**src/rtl/metronome_pkg.sv**
```systemverilog
// Shared types and 7-segment helpers for the metronome_nbeat design.
package metronome_pkg;

  typedef enum logic [1:0] {
    IDLE     = 2'd0,
    COUNT_IN = 2'd1,
    RUN      = 2'd2
  } state_e;

  localparam logic [6:0] SEG_BLANK = 7'b0000000;

  // Segment order {a,b,c,d,e,f,g}, index = digit.
  localparam logic [6:0] SEG_DIGIT [10] = '{
    7'b1111110, 7'b0110000, 7'b1101101, 7'b1111001, 7'b0110011,
    7'b1011011, 7'b1011111, 7'b1110000, 7'b1111111, 7'b1111011
  };

  // Beat 0 (stopped) and anything above 9 show blank.
  function automatic logic [6:0] seg_decode(input logic [3:0] beat);
    logic [6:0] pat;
    if ((beat >= 4'd1) && (beat <= 4'd9)) begin
      pat = SEG_DIGIT[beat];
    end else begin
      pat = SEG_BLANK;
    end
    return pat;
  endfunction

endpackage

```
**src/rtl/metronome_nbeat_tone_gen.sv**
```systemverilog
// Square-wave tone generator; restart forces the next cycle to begin a fresh high half.
module tone_gen #(
  parameter int W = 17
) (
  input  logic         clk,
  input  logic         rst,
  input  logic         enable,
  input  logic [W-1:0] half_period,
  input  logic         restart,
  output logic         wave
);

  logic [W-1:0] cnt_r;
  logic [W-1:0] cnt_nxt_s;
  logic         wrap_s;

  // One extra bit so 2*half_period never overflows the compare.
  assign wrap_s = ({1'b0, cnt_r} + {{W{1'b0}}, 1'b1}) >= {half_period, 1'b0};

  // Next tone phase.
  always_comb begin
    cnt_nxt_s = cnt_r;
    if (restart) begin
      cnt_nxt_s = {W{1'b0}};
    end else if (wrap_s) begin
      cnt_nxt_s = {W{1'b0}};
    end else begin
      cnt_nxt_s = cnt_r + W'(1);
    end
  end

  // Phase counter and registered wave, computed from the next phase so they stay aligned.
  always_ff @(posedge clk or posedge rst) begin
    if (rst) begin
      cnt_r <= {W{1'b0}};
      wave  <= 1'b0;
    end else begin
      cnt_r <= cnt_nxt_s;
      wave  <= enable && (cnt_nxt_s < half_period);
    end
  end

endmodule

```
**src/rtl/metronome_nbeat.sv**
```systemverilog
// N-beat metronome with runtime beats-per-bar and tempo, accented beat 1, 7-seg beat display.
// Define METRONOME_COUNT_IN_EN to insert a one-bar normal-tone count-in before RUN.
module metronome_nbeat
  import metronome_pkg::*;
#(
  parameter int CLK_HZ      = 27000000,
  parameter int MAX_BEATS   = 9,
  parameter int PERIOD_W    = 28,
  parameter int BEEP_CYC    = CLK_HZ / 5,
  parameter int ACCENT_HALF = 32507,
  parameter int NORMAL_HALF = 48704
) (
  input  logic                clk,
  input  logic                rst,
  input  logic                run,
  input  logic [3:0]          beats_per_bar,
  input  logic [PERIOD_W-1:0] beat_period,
  output logic [6:0]          seg,
  output logic                speaker_out,
  output logic                beat_pulse,
  output logic                bar_pulse
);

  localparam logic [3:0]          MAX_B    = 4'(MAX_BEATS);
  localparam logic [PERIOD_W-1:0] BEEP_LIM = PERIOD_W'(BEEP_CYC);
  localparam logic [PERIOD_W-1:0] PER_ONE  = PERIOD_W'(1);
  localparam logic [PERIOD_W-1:0] PER_MIN  = PERIOD_W'(2);
  localparam int MAX_HALF = (ACCENT_HALF > NORMAL_HALF) ? ACCENT_HALF : NORMAL_HALF;
  localparam int TONE_W   = $clog2(2 * MAX_HALF);
  localparam logic [TONE_W-1:0] ACC_H = TONE_W'(ACCENT_HALF);
  localparam logic [TONE_W-1:0] NRM_H = TONE_W'(NORMAL_HALF);

`ifdef METRONOME_COUNT_IN_EN
  localparam state_e START_ST  = COUNT_IN;
  localparam logic   START_BAR = 1'b0;
`else
  localparam state_e START_ST  = RUN;
  localparam logic   START_BAR = 1'b1;
`endif

  state_e              state_r, state_nxt_s;
  logic [3:0]          beat_r, beat_nxt_s;
  logic [PERIOD_W-1:0] per_cnt_r, per_cnt_nxt_s;
  logic [PERIOD_W-1:0] per_eff_r, per_eff_nxt_s;
  logic                beat_pulse_nxt_s, bar_pulse_nxt_s;
  logic                restart_s, boundary_s, tone_en_s;
  logic [3:0]          bpb_now_s;
  logic [PERIOD_W-1:0] per_now_s, beep_lim_s;
  logic [TONE_W-1:0]   half_s;

  // Live clamped settings; only consumed at start/beat boundaries.
  assign bpb_now_s  = (beats_per_bar == 4'd0) ? 4'd1 :
                      (beats_per_bar > MAX_B) ? MAX_B : beats_per_bar;
  assign per_now_s  = (beat_period < PER_MIN) ? PER_MIN : beat_period;
  assign boundary_s = (per_cnt_r == (per_eff_r - PER_ONE));

  // Control FSM next state, beat sequencing and strobes.
  always_comb begin
    state_nxt_s      = state_r;
    beat_nxt_s       = beat_r;
    per_cnt_nxt_s    = per_cnt_r;
    per_eff_nxt_s    = per_eff_r;
    beat_pulse_nxt_s = 1'b0;
    bar_pulse_nxt_s  = 1'b0;
    restart_s        = 1'b0;
    case (state_r)
      IDLE: begin
        if (run) begin
          state_nxt_s      = START_ST;
          beat_nxt_s       = 4'd1;
          per_cnt_nxt_s    = {PERIOD_W{1'b0}};
          per_eff_nxt_s    = per_now_s;
          beat_pulse_nxt_s = 1'b1;
          bar_pulse_nxt_s  = START_BAR;
          restart_s        = 1'b1;
        end else begin
          beat_nxt_s    = 4'd0;
          per_cnt_nxt_s = {PERIOD_W{1'b0}};
        end
      end
      COUNT_IN, RUN: begin
        if (!run) begin
          state_nxt_s   = IDLE;
          beat_nxt_s    = 4'd0;
          per_cnt_nxt_s = {PERIOD_W{1'b0}};
        end else if (boundary_s) begin
          per_cnt_nxt_s    = {PERIOD_W{1'b0}};
          per_eff_nxt_s    = per_now_s;
          beat_pulse_nxt_s = 1'b1;
          restart_s        = 1'b1;
          // Compare against the live value so a lowered bar length wraps immediately.
          if (beat_r >= bpb_now_s) begin
            beat_nxt_s      = 4'd1;
            state_nxt_s     = RUN;
            bar_pulse_nxt_s = 1'b1;
          end else begin
            beat_nxt_s      = beat_r + 4'd1;
            bar_pulse_nxt_s = 1'b0;
          end
        end else begin
          per_cnt_nxt_s = per_cnt_r + PER_ONE;
        end
      end
      default: begin
        state_nxt_s   = IDLE;
        beat_nxt_s    = 4'd0;
        per_cnt_nxt_s = {PERIOD_W{1'b0}};
      end
    endcase
  end

  // Beep window and pitch for the cycle being entered.
  always_comb begin
    beep_lim_s = (per_eff_nxt_s < BEEP_LIM) ? per_eff_nxt_s : BEEP_LIM;
    tone_en_s  = (state_nxt_s != IDLE) && (per_cnt_nxt_s < beep_lim_s);
    half_s     = ((state_nxt_s == RUN) && (beat_nxt_s == 4'd1)) ? ACC_H : NRM_H;
  end

  // State, counters and strobe registers.
  always_ff @(posedge clk or posedge rst) begin
    if (rst) begin
      state_r    <= IDLE;
      beat_r     <= 4'd0;
      per_cnt_r  <= {PERIOD_W{1'b0}};
      per_eff_r  <= {PERIOD_W{1'b0}};
      beat_pulse <= 1'b0;
      bar_pulse  <= 1'b0;
    end else begin
      state_r    <= state_nxt_s;
      beat_r     <= beat_nxt_s;
      per_cnt_r  <= per_cnt_nxt_s;
      per_eff_r  <= per_eff_nxt_s;
      beat_pulse <= beat_pulse_nxt_s;
      bar_pulse  <= bar_pulse_nxt_s;
    end
  end

  tone_gen #(.W(TONE_W)) u_tone (
    .clk         (clk),
    .rst         (rst),
    .enable      (tone_en_s),
    .half_period (half_s),
    .restart     (restart_s),
    .wave        (speaker_out)
  );

  assign seg = seg_decode(beat_r);

endmodule

```
**config.mk**
```make
export PLATFORM = sky130hd
export DESIGN_NAME = metronome_nbeat
export DESIGN_NICKNAME = d
export VERILOG_FILES = /design/src/rtl/metronome_pkg.sv /design/src/rtl/metronome_nbeat_tone_gen.sv /design/src/rtl/metronome_nbeat.sv
export SDC_FILE = /design/constraint.sdc
export NUM_CORES = 1
export LEC_CHECK = 0
export BUFFER_PORTS_ARGS = -buffer_cell sky130_fd_sc_hd__buf_2
export CAP_MARGIN = 40
export CORE_UTILIZATION = 52
export CTS_CLUSTER_DIAMETER = 120
export DETAILED_ROUTE_END_ITERATION = 8
export PLACE_DENSITY_LB_ADDON = 0.2
export SETUP_SLACK_MARGIN = 0.15
export SKIP_LAST_GASP = 1
export SLEW_MARGIN = 20
export SYNTH_ARGS = -nofsm -noshare
export SYNTH_HDL_FRONTEND = slang
export SYNTH_SLANG_ARGS = --single-unit
```
**constraint.sdc**
```tcl
create_clock -name clk -period 9.1 [get_ports clk]
set_clock_uncertainty 0.15 [all_clocks]
set_input_delay 0.91 -clock clk [delete_from_list [all_inputs] [get_ports clk]]
set_output_delay 0.91 -clock clk [all_outputs]
set_load 0.05 [all_outputs]
```
==> reports/metrics.cfg <==
[power]
ir_worst_vdd_v=0.000177
powerDensity_nw_per_um2=275
p_leak_uw=0.00325

[placement]
gp_congestion=0.901
io_buffers=44
dp_hpwl_um=13100
pre_cts_ws_ns=1.20

[clocking]
cts_setup_buffers=0
cts_resized=0
ctsHoldBuffers=0
clock-root-buffer=clkbuf_16
cts_tree=yes
path_clk_slew_ns=0.06
htreeDepth=3
cts_buffer_depth=2
numCtsBuffers=9
clock_latency_ns=0.35
clock-sinks=82

[die]
initial_core_util_pct=53.9
core_area_um2=12100
core.rowCount=40
die_height_um=114
top_level_ports=45
dieArea_um2=13000
die_x_um=114

[detailed_routing]
drtPass1Iterations=5
ant_nets=0
drc_errors=0
num_vias=5698
wl_per_cell_um=18.0
first_iter_violations=525
via_per_inst=6.02
routed_wl_um=17000

[critical_path]
cpMostUsedCell=ha_1
crit_fanout=19
crit_type=reg -> reg
slowest_delay_ns=0.62
end_kind=flip-flop
rr_startpoint=per_eff_r[0]$_DFF_PP0_
critPathArrivalTime_ns=7.98
r2r_end=u_tone.wave$_DFF_PP0_
start_kind=flip-flop
cp_slowest_cell=or3_1
critical_path_required_ns=9.15
ff2ff_path_depth=32
regToRegSetupSlack_ns=1.17

[synthesis]
synth_common_cells=nor2_1 (83), dfrtp_1 (82), ha_1 (57), nand2_1 (57), xnor2_1 (39)
synthArstFlopShare_pct=100
synthFlopType=dfrtp_1
synth_seq_cells=82
netlist_top_cells_area=dfrtp_1 (31%), ha_1 (11%), xnor2_1 (5.2%)
synth_cells=734
synth_top_cell_by_area=dfrtp_1
synth.most_common_cell=nor2_1
yosys_warnings=0
synth-edff-count=0
syn_area_um2=6530
synth_top_cell_area_share_pct=31.4
ys_seq_area_share_pct=31.4
syn_avg_cell_area_um2=8.90
synth_cell_types=80

[job]
drv_cap=0

[sta]
fin_ws_ns=1.17
tns_ns=0
finalCritPeriodShare_pct=87.1
setup_viol=0
slew-limit-headroom_pct=47.2
rsz0062_at_grt=false
maxClockFrequency_mhz=126
slew_violations=0
worst_pin_slew_ns=0.772
hold_violations=0
period_minus_slack_ns=7.93

[worst_hold_path]
hold-path-cell-count=1
min-delay-start=u_tone.cnt_r[0]$_DFF_PP0_
min_to=u_tone.cnt_r[0]$_DFF_PP0_
hp-class=reg -> reg

[cells_and_area]
utilization_pct=60.0
multi_input_area_um2=4270
fillers=1075
diodes=0
register_area_um2=2050
drive_above_1_share_pct=13.0
nets=866
area_delta_synth_final_pct=11.3

[status]
status=complete, no violations

[global_routing]
grt_pass1_vias=5586
grt-ovfl-total=0
antenna_found_initial=0
grt_max_degree=55
grt_pass1_wl_um=28200
grt_usage_pct=28.0

-- sequential cells by signal, summed over array words and instances, names as in the netlist --
name,cells
beat_pulse,1
per_eff_r,28
u_tone.wave,1
beat_r,4
state_r,2
per_cnt_r,28
bar_pulse,1
u_tone.cnt_r,17
-- layout make-up --
class | instances | share of cell area (%)
Multi-Input combinational cell | 608 | 58.8
Sequential cell | 82 | 28.2
Timing Repair Buffer | 52 | 4.13
Clock buffer | 10 | 3.29
Tap cell | 168 | 2.89
Clock inverter | 6 | 1.57
Inverter | 21 | 1.10
-- worst max-delay path: cells and delay by family, from the launching register on --
kind | cells | cell delay [ns]
buffers and inverters | 2 | 0.42
AND/OR/NAND/NOR | 14 | 4.18
adder cells (fa/ha/maj) | 3 | 0.73
flip-flops | 1 | 0.46
AO/OA/AOI/OAI | 13 | 1.81
-- cells by family (layout without fill, tap and decap cells) --
| kind of cell | Yosys count | after routing | share of synthesized area [%] |
|---|---|---|---|
| XOR/XNOR | 74 | 74 | 9.92 |
| AO/OA/AOI/OAI | 151 | 151 | 17.0 |
| buffers and inverters | 48 | 89 | 3.39 |
| multiplexers | 3 | 3 | 0.460 |
| adder cells (fa/ha/maj) | 57 | 57 | 10.9 |
| other | 1 | 5 | 0.0574 |
| flip-flops | 82 | 82 | 31.4 |
| AND/OR/NAND/NOR | 318 | 318 | 26.9 |
-- how the worst max path moves through the flow --
stage                           startpoint               endpoint
floorplan           per_eff_r[0]$_DFF_PP0_  u_tone.wave$_DFF_PP0_
global placement    per_eff_r[0]$_DFF_PP0_  u_tone.wave$_DFF_PP0_
detailed placement  per_eff_r[0]$_DFF_PP0_  u_tone.wave$_DFF_PP0_
CTS                 per_eff_r[0]$_DFF_PP0_  u_tone.wave$_DFF_PP0_
global route        per_eff_r[0]$_DFF_PP0_  u_tone.wave$_DFF_PP0_
finish              per_eff_r[0]$_DFF_PP0_  u_tone.wave$_DFF_PP0_
-- placed cells by master, fill, tap and decap left out, types with 10 or more instances in the layout --
| cell type | count |
|---|---|
| ha_1 | 57 |
| xnor2_1 | 39 |
| nand4_1 | 23 |
| nor2_1 | 83 |
| nand3_1 | 28 |
| inv_1 | 19 |
| xor2_1 | 35 |
| o21a_1 | 10 |
| nor2b_1 | 20 |
| nand2b_1 | 13 |
| dfrtp_1 | 82 |
| nor3_1 | 13 |
| buf_2 | 44 |
| o21ai_0 | 20 |
| a21oi_1 | 27 |
| a22o_1 | 21 |
| a21o_1 | 14 |
| nor4_1 | 14 |
| and3_1 | 12 |
| nand2_1 | 57 |
-- metal layers --
metal  global-route usage (%)  wire (um)
met1                     40.0       7950
met2                     43.2       7520
met3                     5.66       1340
met4                     7.71        226
met5                        0          0
-- metrics by stage --
stage	hold slack, ns	instance area, um^2	power [uW]	instances
floorplan	0.319	6550	1330	738
global placement	0.364	6870	1530	928
detailed placement	0.373	6920	1560	931
CTS	0.385	7270	1990	947
global route	0.402	7270	2140	947
finish	0.388	7270	2000	947
-- power breakdown --
| part | switching, uW | internal, uW |
|---|---|---|
| logic | 580 | 391 |
| registers | 160 | 442 |
| clock network | 151 | 276 |
No activity file was read; power rests on OpenSTA's default activity.
